## src/rtl/weight_bram_sequencer_if.sv

```systemverilog
// Bus bundle between the weight RAM sequencer and its surroundings.
//
// Three groups of signals:
//   host load stream  : ld_valid, ld_data (to sequencer), ld_ready (from sequencer)
//   weight RAM port   : ram_addr, ram_di, ram_en, ram_we (from sequencer), ram_do (to sequencer)
//   MAC weight stream : w_valid, w_data, w_idx, w_last (from sequencer), w_ready (to sequencer)
//
// The master modport is the sequencer. The slave modport is the environment, which
// covers the host, the RAM and the MAC.
interface weight_bram_sequencer_if #(
  parameter int unsigned Aw = 5,
  parameter int unsigned Dw = 16
) ();

  logic          ld_valid;
  logic [Dw-1:0] ld_data;
  logic          ld_ready;

  logic [Aw-1:0] ram_addr;
  logic [Dw-1:0] ram_di;
  logic          ram_en;
  logic          ram_we;
  logic [Dw-1:0] ram_do;

  logic          w_valid;
  logic [Dw-1:0] w_data;
  logic [Aw-1:0] w_idx;
  logic          w_last;
  logic          w_ready;

  modport master (
    input  ld_valid, ld_data, ram_do, w_ready,
    output ld_ready, ram_addr, ram_di, ram_en, ram_we, w_valid, w_data, w_idx, w_last
  );

  modport slave (
    output ld_valid, ld_data, ram_do, w_ready,
    input  ld_ready, ram_addr, ram_di, ram_en, ram_we, w_valid, w_data, w_idx, w_last
  );

endinterface

```

## src/rtl/weight_bram_sequencer.sv

```systemverilog
// Controller for one Depth x Dw weight block RAM. The RAM is synchronous and acts on the
// falling clock edge, with a one-cycle read latency as seen from the rising edge.
//
// The controller has two jobs:
//   - Load: it writes host beats into addresses 0..Depth-1 in order.
//   - Stream: it reads every word in address order and presents it to the MAC. The MAC
//     stream uses valid/ready handshaking.
//
// Ports:
//   clk       rising-edge clock for all controller logic
//   rst       synchronous, active-high reset
//   start     one-cycle pulse that starts a stream pass; only taken in idle.
//             It has priority over load.
//   load      one-cycle pulse that starts a load pass; only taken in idle
//   bus       weight_bram_sequencer_if.master. It carries the host load stream,
//             the RAM port and the MAC weight stream.
//   busy      high in every state except idle
//   done      one-cycle pulse at the end of a load or stream pass
//   checksum  (only with WEIGHT_BRAM_SEQUENCER_CHECKSUM_EN defined) the modulo-2^Dw sum
//             of the beats accepted in the current or last stream pass
//
// Optional feature macro: WEIGHT_BRAM_SEQUENCER_CHECKSUM_EN
module weight_bram_sequencer #(
  parameter int unsigned Depth = 28,
  parameter int unsigned Aw    = 5,
  parameter int unsigned Dw    = 16
) (
  input  logic                           clk,
  input  logic                           rst,
  input  logic                           start,
  input  logic                           load,
  weight_bram_sequencer_if.master        bus,
  output logic                           busy,
  output logic                           done
`ifdef WEIGHT_BRAM_SEQUENCER_CHECKSUM_EN
  ,
  output logic [Dw-1:0]                  checksum
`endif
);

  // The read counter is one bit wider so that it can hold Depth without wrapping.
  localparam logic [Aw:0]   RdEnd   = (Aw+1)'(Depth);
  localparam logic [Aw-1:0] LastIdx = Aw'(Depth - 1);

  typedef enum logic [1:0] {StIdle, StLoad, StStream, StDone} state_e;

  state_e        state_q;
  logic [Aw-1:0] wr_cnt_q;
  logic [Aw:0]   rd_cnt_q;

  logic          ram_en_q;
  logic          ram_we_q;
  logic [Aw-1:0] ram_addr_q;
  logic [Dw-1:0] ram_di_q;

  logic          w_valid_q;
  logic          w_last_q;
  logic [Dw-1:0] w_data_q;
  logic [Aw-1:0] w_idx_q;

  logic          ld_ready_q;
  logic          busy_q;
  logic          done_q;

`ifdef WEIGHT_BRAM_SEQUENCER_CHECKSUM_EN
  logic [Dw-1:0] checksum_q;
`endif

  logic accept;
  logic rd_inflight;
  logic rd_issue;

  always_comb begin
    accept      = w_valid_q && bus.w_ready;
    // A read issued on the previous edge returns its data on this edge.
    rd_inflight = ram_en_q && !ram_we_q;
    // A read may only be issued if the output register is free at the next edge and
    // no other read is outstanding. This keeps the RAM output from being overwritten
    // before it has been captured.
    rd_issue    = (state_q == StStream) && (!w_valid_q || accept) && !rd_inflight &&
                  (rd_cnt_q < RdEnd);
  end

  always_ff @(posedge clk) begin
    if (rst) begin
      state_q    <= StIdle;
      wr_cnt_q   <= '0;
      rd_cnt_q   <= '0;
      ram_en_q   <= 1'b0;
      ram_we_q   <= 1'b0;
      ram_addr_q <= '0;
      ram_di_q   <= '0;
      w_valid_q  <= 1'b0;
      w_last_q   <= 1'b0;
      w_data_q   <= '0;
      w_idx_q    <= '0;
      ld_ready_q <= 1'b0;
      busy_q     <= 1'b0;
      done_q     <= 1'b0;
`ifdef WEIGHT_BRAM_SEQUENCER_CHECKSUM_EN
      checksum_q <= '0;
`endif
    end else begin
      // The RAM enable and done flag are single-cycle strobes unless this cycle sets them.
      ram_en_q <= 1'b0;
      ram_we_q <= 1'b0;
      done_q   <= 1'b0;

      unique case (state_q)
        StIdle: begin
          if (start) begin
            state_q   <= StStream;
            busy_q    <= 1'b1;
            rd_cnt_q  <= '0;
            w_valid_q <= 1'b0;
`ifdef WEIGHT_BRAM_SEQUENCER_CHECKSUM_EN
            checksum_q <= '0;
`endif
          end else if (load) begin
            state_q    <= StLoad;
            busy_q     <= 1'b1;
            ld_ready_q <= 1'b1;
            wr_cnt_q   <= '0;
          end
        end

        StLoad: begin
          if (bus.ld_valid) begin
            ram_en_q   <= 1'b1;
            ram_we_q   <= 1'b1;
            ram_addr_q <= wr_cnt_q;
            ram_di_q   <= bus.ld_data;
            if (wr_cnt_q == LastIdx) begin
              wr_cnt_q   <= '0;
              ld_ready_q <= 1'b0;
              state_q    <= StDone;
              done_q     <= 1'b1;
            end else begin
              wr_cnt_q <= wr_cnt_q + Aw'(1);
            end
          end
        end

        StStream: begin
          if (accept) begin
            w_valid_q <= 1'b0;
`ifdef WEIGHT_BRAM_SEQUENCER_CHECKSUM_EN
            checksum_q <= checksum_q + w_data_q;
`endif
            if (w_last_q) begin
              state_q <= StDone;
              done_q  <= 1'b1;
            end
          end
          // Capture and accept never coincide: a read only issues when the register
          // will be empty at the edge on which its data returns.
          if (rd_inflight) begin
            w_valid_q <= 1'b1;
            w_data_q  <= bus.ram_do;
            w_idx_q   <= ram_addr_q;
            w_last_q  <= (ram_addr_q == LastIdx);
          end
          if (rd_issue) begin
            ram_en_q   <= 1'b1;
            ram_addr_q <= rd_cnt_q[Aw-1:0];
            rd_cnt_q   <= rd_cnt_q + (Aw+1)'(1);
          end
        end

        StDone: begin
          state_q <= StIdle;
          busy_q  <= 1'b0;
        end

        default: begin
          state_q <= StIdle;
          busy_q  <= 1'b0;
        end
      endcase
    end
  end

  assign bus.ld_ready = ld_ready_q;
  assign bus.ram_en   = ram_en_q;
  assign bus.ram_we   = ram_we_q;
  assign bus.ram_addr = ram_addr_q;
  assign bus.ram_di   = ram_di_q;
  assign bus.w_valid  = w_valid_q;
  assign bus.w_data   = w_data_q;
  assign bus.w_idx    = w_idx_q;
  assign bus.w_last   = w_last_q;
  assign busy         = busy_q;
  assign done         = done_q;

`ifdef WEIGHT_BRAM_SEQUENCER_CHECKSUM_EN
  assign checksum = checksum_q;
`endif

endmodule

```

## src/flat_wrapper.sv

```systemverilog
// flat-port wrapper written by rule: the top's interface ports become plain ports
module weight_bram_sequencer_flat 
#(
  parameter int unsigned Depth = 28,
  parameter int unsigned Aw    = 5,
  parameter int unsigned Dw    = 16
)
  (clk, rst, start, load, busy, done, bus_ld_valid, bus_ld_data, bus_ram_do, bus_w_ready, bus_ld_ready, bus_ram_addr, bus_ram_di, bus_ram_en, bus_ram_we, bus_w_valid, bus_w_data, bus_w_idx, bus_w_last);
  weight_bram_sequencer_if #(.Aw(Aw), .Dw(Dw)) bus_i ();
  input  logic clk;
  input  logic rst;
  input  logic start;
  input  logic load;
  output logic busy;
  output logic done;
  input wire logic [$bits(bus_i.ld_valid)-1:0] bus_ld_valid;
  input wire logic [$bits(bus_i.ld_data)-1:0] bus_ld_data;
  input wire logic [$bits(bus_i.ram_do)-1:0] bus_ram_do;
  input wire logic [$bits(bus_i.w_ready)-1:0] bus_w_ready;
  output wire logic [$bits(bus_i.ld_ready)-1:0] bus_ld_ready;
  output wire logic [$bits(bus_i.ram_addr)-1:0] bus_ram_addr;
  output wire logic [$bits(bus_i.ram_di)-1:0] bus_ram_di;
  output wire logic [$bits(bus_i.ram_en)-1:0] bus_ram_en;
  output wire logic [$bits(bus_i.ram_we)-1:0] bus_ram_we;
  output wire logic [$bits(bus_i.w_valid)-1:0] bus_w_valid;
  output wire logic [$bits(bus_i.w_data)-1:0] bus_w_data;
  output wire logic [$bits(bus_i.w_idx)-1:0] bus_w_idx;
  output wire logic [$bits(bus_i.w_last)-1:0] bus_w_last;
  assign bus_i.ld_valid = bus_ld_valid;
  assign bus_i.ld_data = bus_ld_data;
  assign bus_i.ram_do = bus_ram_do;
  assign bus_i.w_ready = bus_w_ready;
  assign bus_ld_ready = bus_i.ld_ready;
  assign bus_ram_addr = bus_i.ram_addr;
  assign bus_ram_di = bus_i.ram_di;
  assign bus_ram_en = bus_i.ram_en;
  assign bus_ram_we = bus_i.ram_we;
  assign bus_w_valid = bus_i.w_valid;
  assign bus_w_data = bus_i.w_data;
  assign bus_w_idx = bus_i.w_idx;
  assign bus_w_last = bus_i.w_last;
  weight_bram_sequencer #(.Depth(Depth), .Aw(Aw), .Dw(Dw)) u_core (.clk(clk), .rst(rst), .start(start), .load(load), .bus(bus_i), .busy(busy), .done(done));
endmodule
```

## config.mk

```make
export PLATFORM = sky130hd
export DESIGN_NAME = weight_bram_sequencer_flat
export DESIGN_NICKNAME = d
export VERILOG_FILES = /design/src/rtl/weight_bram_sequencer_if.sv /design/src/rtl/weight_bram_sequencer.sv /design/src/flat_wrapper.sv
export SDC_FILE = /design/constraint.sdc
export NUM_CORES = 1
export LEC_CHECK = 0
export CORE_ASPECT_RATIO = 0.5
export CORE_MARGIN = 5
export CORE_UTILIZATION = 39
export CTS_BUF_LIST = sky130_fd_sc_hd__clkbuf_16
export DETAILED_ROUTE_END_ITERATION = 8
export DONT_BUFFER_PORTS = 1
export RECOVER_POWER = 25
export SLEW_MARGIN = 0
export SYNTH_ARGS = -nofsm -noshare
export SYNTH_HDL_FRONTEND = slang
export SYNTH_SLANG_ARGS = --single-unit
```

## constraint.sdc

```tcl
create_clock -name clk -period 3.95 [get_ports clk]
set_clock_uncertainty 0.15 [all_clocks]
set_input_delay 0.5925 -clock clk [delete_from_list [all_inputs] [get_ports clk]]
set_output_delay 0.5925 -clock clk [all_outputs]
set_load 0.02 [all_outputs]
```

After elaboration in Yosys (flattened, before gate mapping)
Index checks and enable logic that the tools add are counted.

Add/subtract/negate cells: 2. Order comparisons: 1. Eq/ne operators: 15. Muxes and demuxes: 37. Bitwise operators: 1. Reductions and logical operators: 24.

Operator list (number): $mux W5 (6); $pmux W5 S2 (2); $mux W1 (14); $mux W2 (6); $mux W6 (2); $pmux W6 S2 (1); $eq A5 B5 Y1 const B (2); $pmux W1 S2 (5); $reduce_and A5 Y1 (2); $reduce_and A3 Y1 (3); $ne A2 B1 Y1 const B (4); $ne A2 B2 Y1 const B (4); $pmux W2 S4 (1); $reduce_bool A2 Y1 (4); $add A6 B1 Y6 const B (1); $lt A6 B5 Y1 const B (1); $reduce_and A2 Y1 (3); $add A5 B1 Y5 const B (1); $logic_and A1 B1 Y1 (5); $eq A2 B2 Y1 const B (2); $reduce_and A4 Y1 (1); $logic_not A1 Y1 (3); $ne A3 B1 Y1 const B (1); $ne A3 B3 Y1 const B (1); other kinds (5) (5).

Register bits after elaboration: 62. Logic and storage cells: 94.

Depth between registers and ports, before layout
Depth after elaboration: 7. Depth in mapped cells: 8. Mapped depth without buffers: 6.

Least setup slack after synthesis
No wires, ideal clock.

Kind: register to register. Start point: register u_core.state_q[0]. End point: register u_core.ram_addr_q[0] (netlist: u_core.bus.ram_addr[0]). Library setup time: 0.119 ns. Arrival: 1.872 ns. Path slack: 1.810 ns. Stages on the path, launching flop included: 8. Path buffers: 1. Clock period less this slack: 2.140 ns. Path through: dfxtp_1 -> inv_1 -> ha_1 -> buf_4 -> inv_2 -> or4_4 -> or3_4 -> o221a_1.

Cells in the longest elaborated chain, start to end: 6.

RTL lines: start, declared (RTL line weight_bram_sequencer.sv:47) `state_e state_q;`; start signal, assigned (RTL line weight_bram_sequencer.sv:86) `state_q <= StIdle;`; start signal, assigned (RTL line weight_bram_sequencer.sv:112) `state_q <= StStream;`; start signal, assigned (RTL line weight_bram_sequencer.sv:120) `state_q <= StLoad;`; $eq A2 B2 Y1 (RTL line weight_bram_sequencer.sv:80, weight_bram_sequencer.sv:109); $logic_and A1 B1 Y1 (3 in a row) (RTL line weight_bram_sequencer.sv:80) `rd_issue = (state_q == StStream) && (!w_valid_q || accept) && !rd_inflight &&`; $ne A2 B1 Y1 (no line); $reduce_and A3 Y1 (no line); end signal, assigned (RTL line weight_bram_sequencer.sv:131) `ram_addr_q <= wr_cnt_q;`; end signal, assigned (RTL line weight_bram_sequencer.sv:165) `ram_addr_q <= rd_cnt_q[Aw-1:0];`; end, declared (RTL line weight_bram_sequencer.sv:53) `logic [Aw-1:0] ram_addr_q;`.

Parallel ways exist; a longest one is shown, timed or not. A chain may end at the register's enable or synchronous reset.

Final worst setup path
Start point: register u_core.state_q[0]. End point: register u_core.rd_cnt_q[5].

Cells in the longest elaborated chain, start to end: 6.

RTL lines: $eq A2 B2 Y1 (RTL line weight_bram_sequencer.sv:80, weight_bram_sequencer.sv:109); $logic_and A1 B1 Y1 (3 in a row) (RTL line weight_bram_sequencer.sv:80); $ne A2 B1 Y1 (no line); $reduce_and A3 Y1 (no line); end signal, assigned (RTL line weight_bram_sequencer.sv:166) `rd_cnt_q <= rd_cnt_q + (Aw+1)'(1);`; end, declared (RTL line weight_bram_sequencer.sv:49) `logic [Aw:0] rd_cnt_q;`.

Parallel ways exist; a longest one is shown, timed or not.

==> metrics.txt <==
status finished, final reports clean; Max FO, Critical Path 25; Final period util 0.604; area post-placement around 2600 µm²; Worst-Margin Slew 915 ps; sequential share of the synthesized area 0.475; Detailed Route Iter0 Violations 98; Setup TNS Final 0 ps; max-cap violation count 0; Final Cell Area 2970 µm²; Total Routed Length about 6400 µm; Final Power slightly above 0.002 W; clock latency on the worst-skew pair about 330 ps; clock buffer depth 2; vias in the first global route 2163; hold buffers post-CTS 0; Wirelength per Cell 15.5 µm; clk sinks 62; Reg2Reg Depth 6; most numerous cell in the Yosys netlist nand2_1; post-CTS sizing 0; Die Wd about 130 µm; n_diodes 0; antenna violations before repair 0; synth warn 0; RSZ-0062 raised after global routing false; reg2reg start u_core.state_q[0]$_SDFFE_PP0P_; TritonRoute pass-1 iters 4; port buffer count 0; Final Hold Vio Count 0; hold_ws 185 ps; CP Launch Type register; flop-to-flop setup slack 1560 ps; ANT nets after route 0; Crit. Startpoint u_core.state_q[0]$_SDFFE_PP0P_; Clock Root Buffer clkbuf_16; core area 6600 µm²; share of layout cells above drive strength 1 0.0631; worst setup path category register to register; CP max stage delay about 810 ps; FP Rows 21; Post-synth EDFFs 0; first-pass GRT wire length between 10000 and 15000 µm; critical path's slowest cell and3b_1; Fmax 0.419 GHz; Worst setup EP type register; # setup viols final 0; Hold Crit Class input pin to register; Die Y 67.9 µm; Syn Area/Cell 8.13 µm²; Worst-path clk slew ~50 ps; Leak Pwr 1.03 nW; vias per cell between 5 and 6; Yosys reg bits 62; TritonCTS clock tree done; total number of vias 2209; Critical Path AT around 2500 ps; ranking of synthesized cells by area dfxtp_1, nand2_1, a21oi_1, ha_1, nor2_1; I/O pins 87; initial core utilization 0.396; Yosys cell types 45; post-CTS setup buffer count 0; Post-Syn Instances 321; Async S/R FF share, synth 0; TritonCTS buffer count 9; die area 8530 µm²; H-tree depth 3; minimum clock period 2390 ps; pwr dens 678 nW/µm²; Post-Syn Nets 365; share of the synthesized area in the top cell type 0.475; fin. max-slew vios 0; area of the mapped netlist around 2600 µm²; Synth area leader dfxtp_1; Worst VDD drop 0.259 mV; Layout area overhead 13.7%; largest net degree at the start of global routing 66; synth cell count leaders nand2_1, dfxtp_1, a21oi_1; Finished Core Util 0.450; Total Routing Usage GR 0.155; GRT overflow 0; DR DRC count 0; Top FF cell, synth dfxtp_1; # nets final approximately 360; worst path required time 4050 ps; worst setup path endpoint u_core.rd_cnt_q[5]$_SDFFE_PP0P_; GP Congestion 0.812; Max-slew headroom 0.390; crit path cell chain inv_1 > ha_1 > and3b_1 > nor2_1 > a21boi_1 > nor3b_1; placed wire-length estimate 4480 µm; Critical R2R Capture u_core.rd_cnt_q[5]$_SDFFE_PP0P_
[state kept, by name, indices dropped and copies added (netlist names)]
name	count
u_core.bus.ld_ready	1
u_core.bus.ram_addr	5
u_core.bus.ram_di	16
u_core.bus.ram_en	1
u_core.bus.ram_we	1
u_core.bus.w_data	16
u_core.bus.w_idx	5
u_core.bus.w_last	1
u_core.bus.w_valid	1
u_core.busy	1
u_core.done	1
u_core.rd_cnt_q	6
u_core.state_q	2
u_core.wr_cnt_q	5
[critical path, delay by kind of cell, from the launching register on]
| kind | cells | cell delay (ps) |
|---|---|---|
| buffers and inverters | 1 | 100 |
| flip-flops | 1 | 320 |
| adder cells (fa/ha/maj) | 1 | 340 |
| AO/OA/AOI/OAI | 1 | 210 |
| AND/OR/NAND/NOR | 3 | 1190 |
[layout make-up]
class / count / area (µm²)
Inverter: 5 / 18.8
Multi-Input combinational cell: 234 / 1270
Clock buffer: 9 / 225
Sequential cell: 62 / 1240
Clock inverter: 7 / 97.6
Tap cell: 92 / 115
Fill cell: 680 / 3630
[where the power goes]
group	leakage [nW]	switching (W)	internal, W	total (W)
registers	0.502	0.000126	0.000690	0.000816
logic	0.375	0.000216	0.000142	0.000358
clock network	0.154	0.000283	0.000553	0.000837
[routing by layer]
metal,share of wire,track usage,vias to the layer above,routed length [µm]
met5,0,0,-,0
met4,0.015,0.0527,0,95
met3,0.12,0.0928,10,763
met2,0.43,0.245,97,2740
met1,0.43,0.179,1014,2760
li1,-,-,1088,-
[placed cells by master (no fill, tap or decap), drive strengths merged, types with 3 or more instances in the layout]
cell type,n
or3,7
dfxtp,62
nor2,18
clkbuf,9
and2,3
nand2b,6
nand3,4
mux2i,3
or4,4
nand2,85
nor2b,6
o31ai,3
a21oi,47
inv,6
clkinv,3
a21boi,3
o21ai,7
ha,6
o221a,5
[worst min-delay path by stage]
stage / end / slack, ps / depth (start not counted) / startpoint
after floorplan: u_core.rd_cnt_q[4]$_SDFFE_PP0P_ / 300 / 2 / u_core.rd_cnt_q[4]$_SDFFE_PP0P_
after global placement: u_core.rd_cnt_q[4]$_SDFFE_PP0P_ / 340 / 2 / u_core.rd_cnt_q[4]$_SDFFE_PP0P_
after detailed placement: u_core.rd_cnt_q[4]$_SDFFE_PP0P_ / 330 / 2 / u_core.rd_cnt_q[4]$_SDFFE_PP0P_
after CTS: u_core.rd_cnt_q[3]$_SDFFE_PP0P_ / 170 / 1 / rst
after global routing: u_core.bus.w_valid$_SDFFE_PP0P_ / 170 / 1 / rst
final: u_core.bus.ram_di[6]$_SDFFE_PP0P_ / 180 / 1 / rst
[metrics by stage]
stage | setup slack [ps] | std cells
after global routing | 1340 | 409
after detailed placement | 1540 | 393
final | 1560 | 409
after global placement | 1640 | 393
after CTS | 1560 | 409
after floorplan | 1810 | 321
[logic make-up after synthesis]
kind of cell               after synthesis  synth area share
buffers and inverters                   25            0.0383
DFF                                     62             0.475
muxes                                    3            0.0115
adders and majority gates                6            0.0287
and+or+nand+nor                        149             0.269
AOI/OAI and AO/OA                       76             0.177
Power figures use the tool's default switching activity.
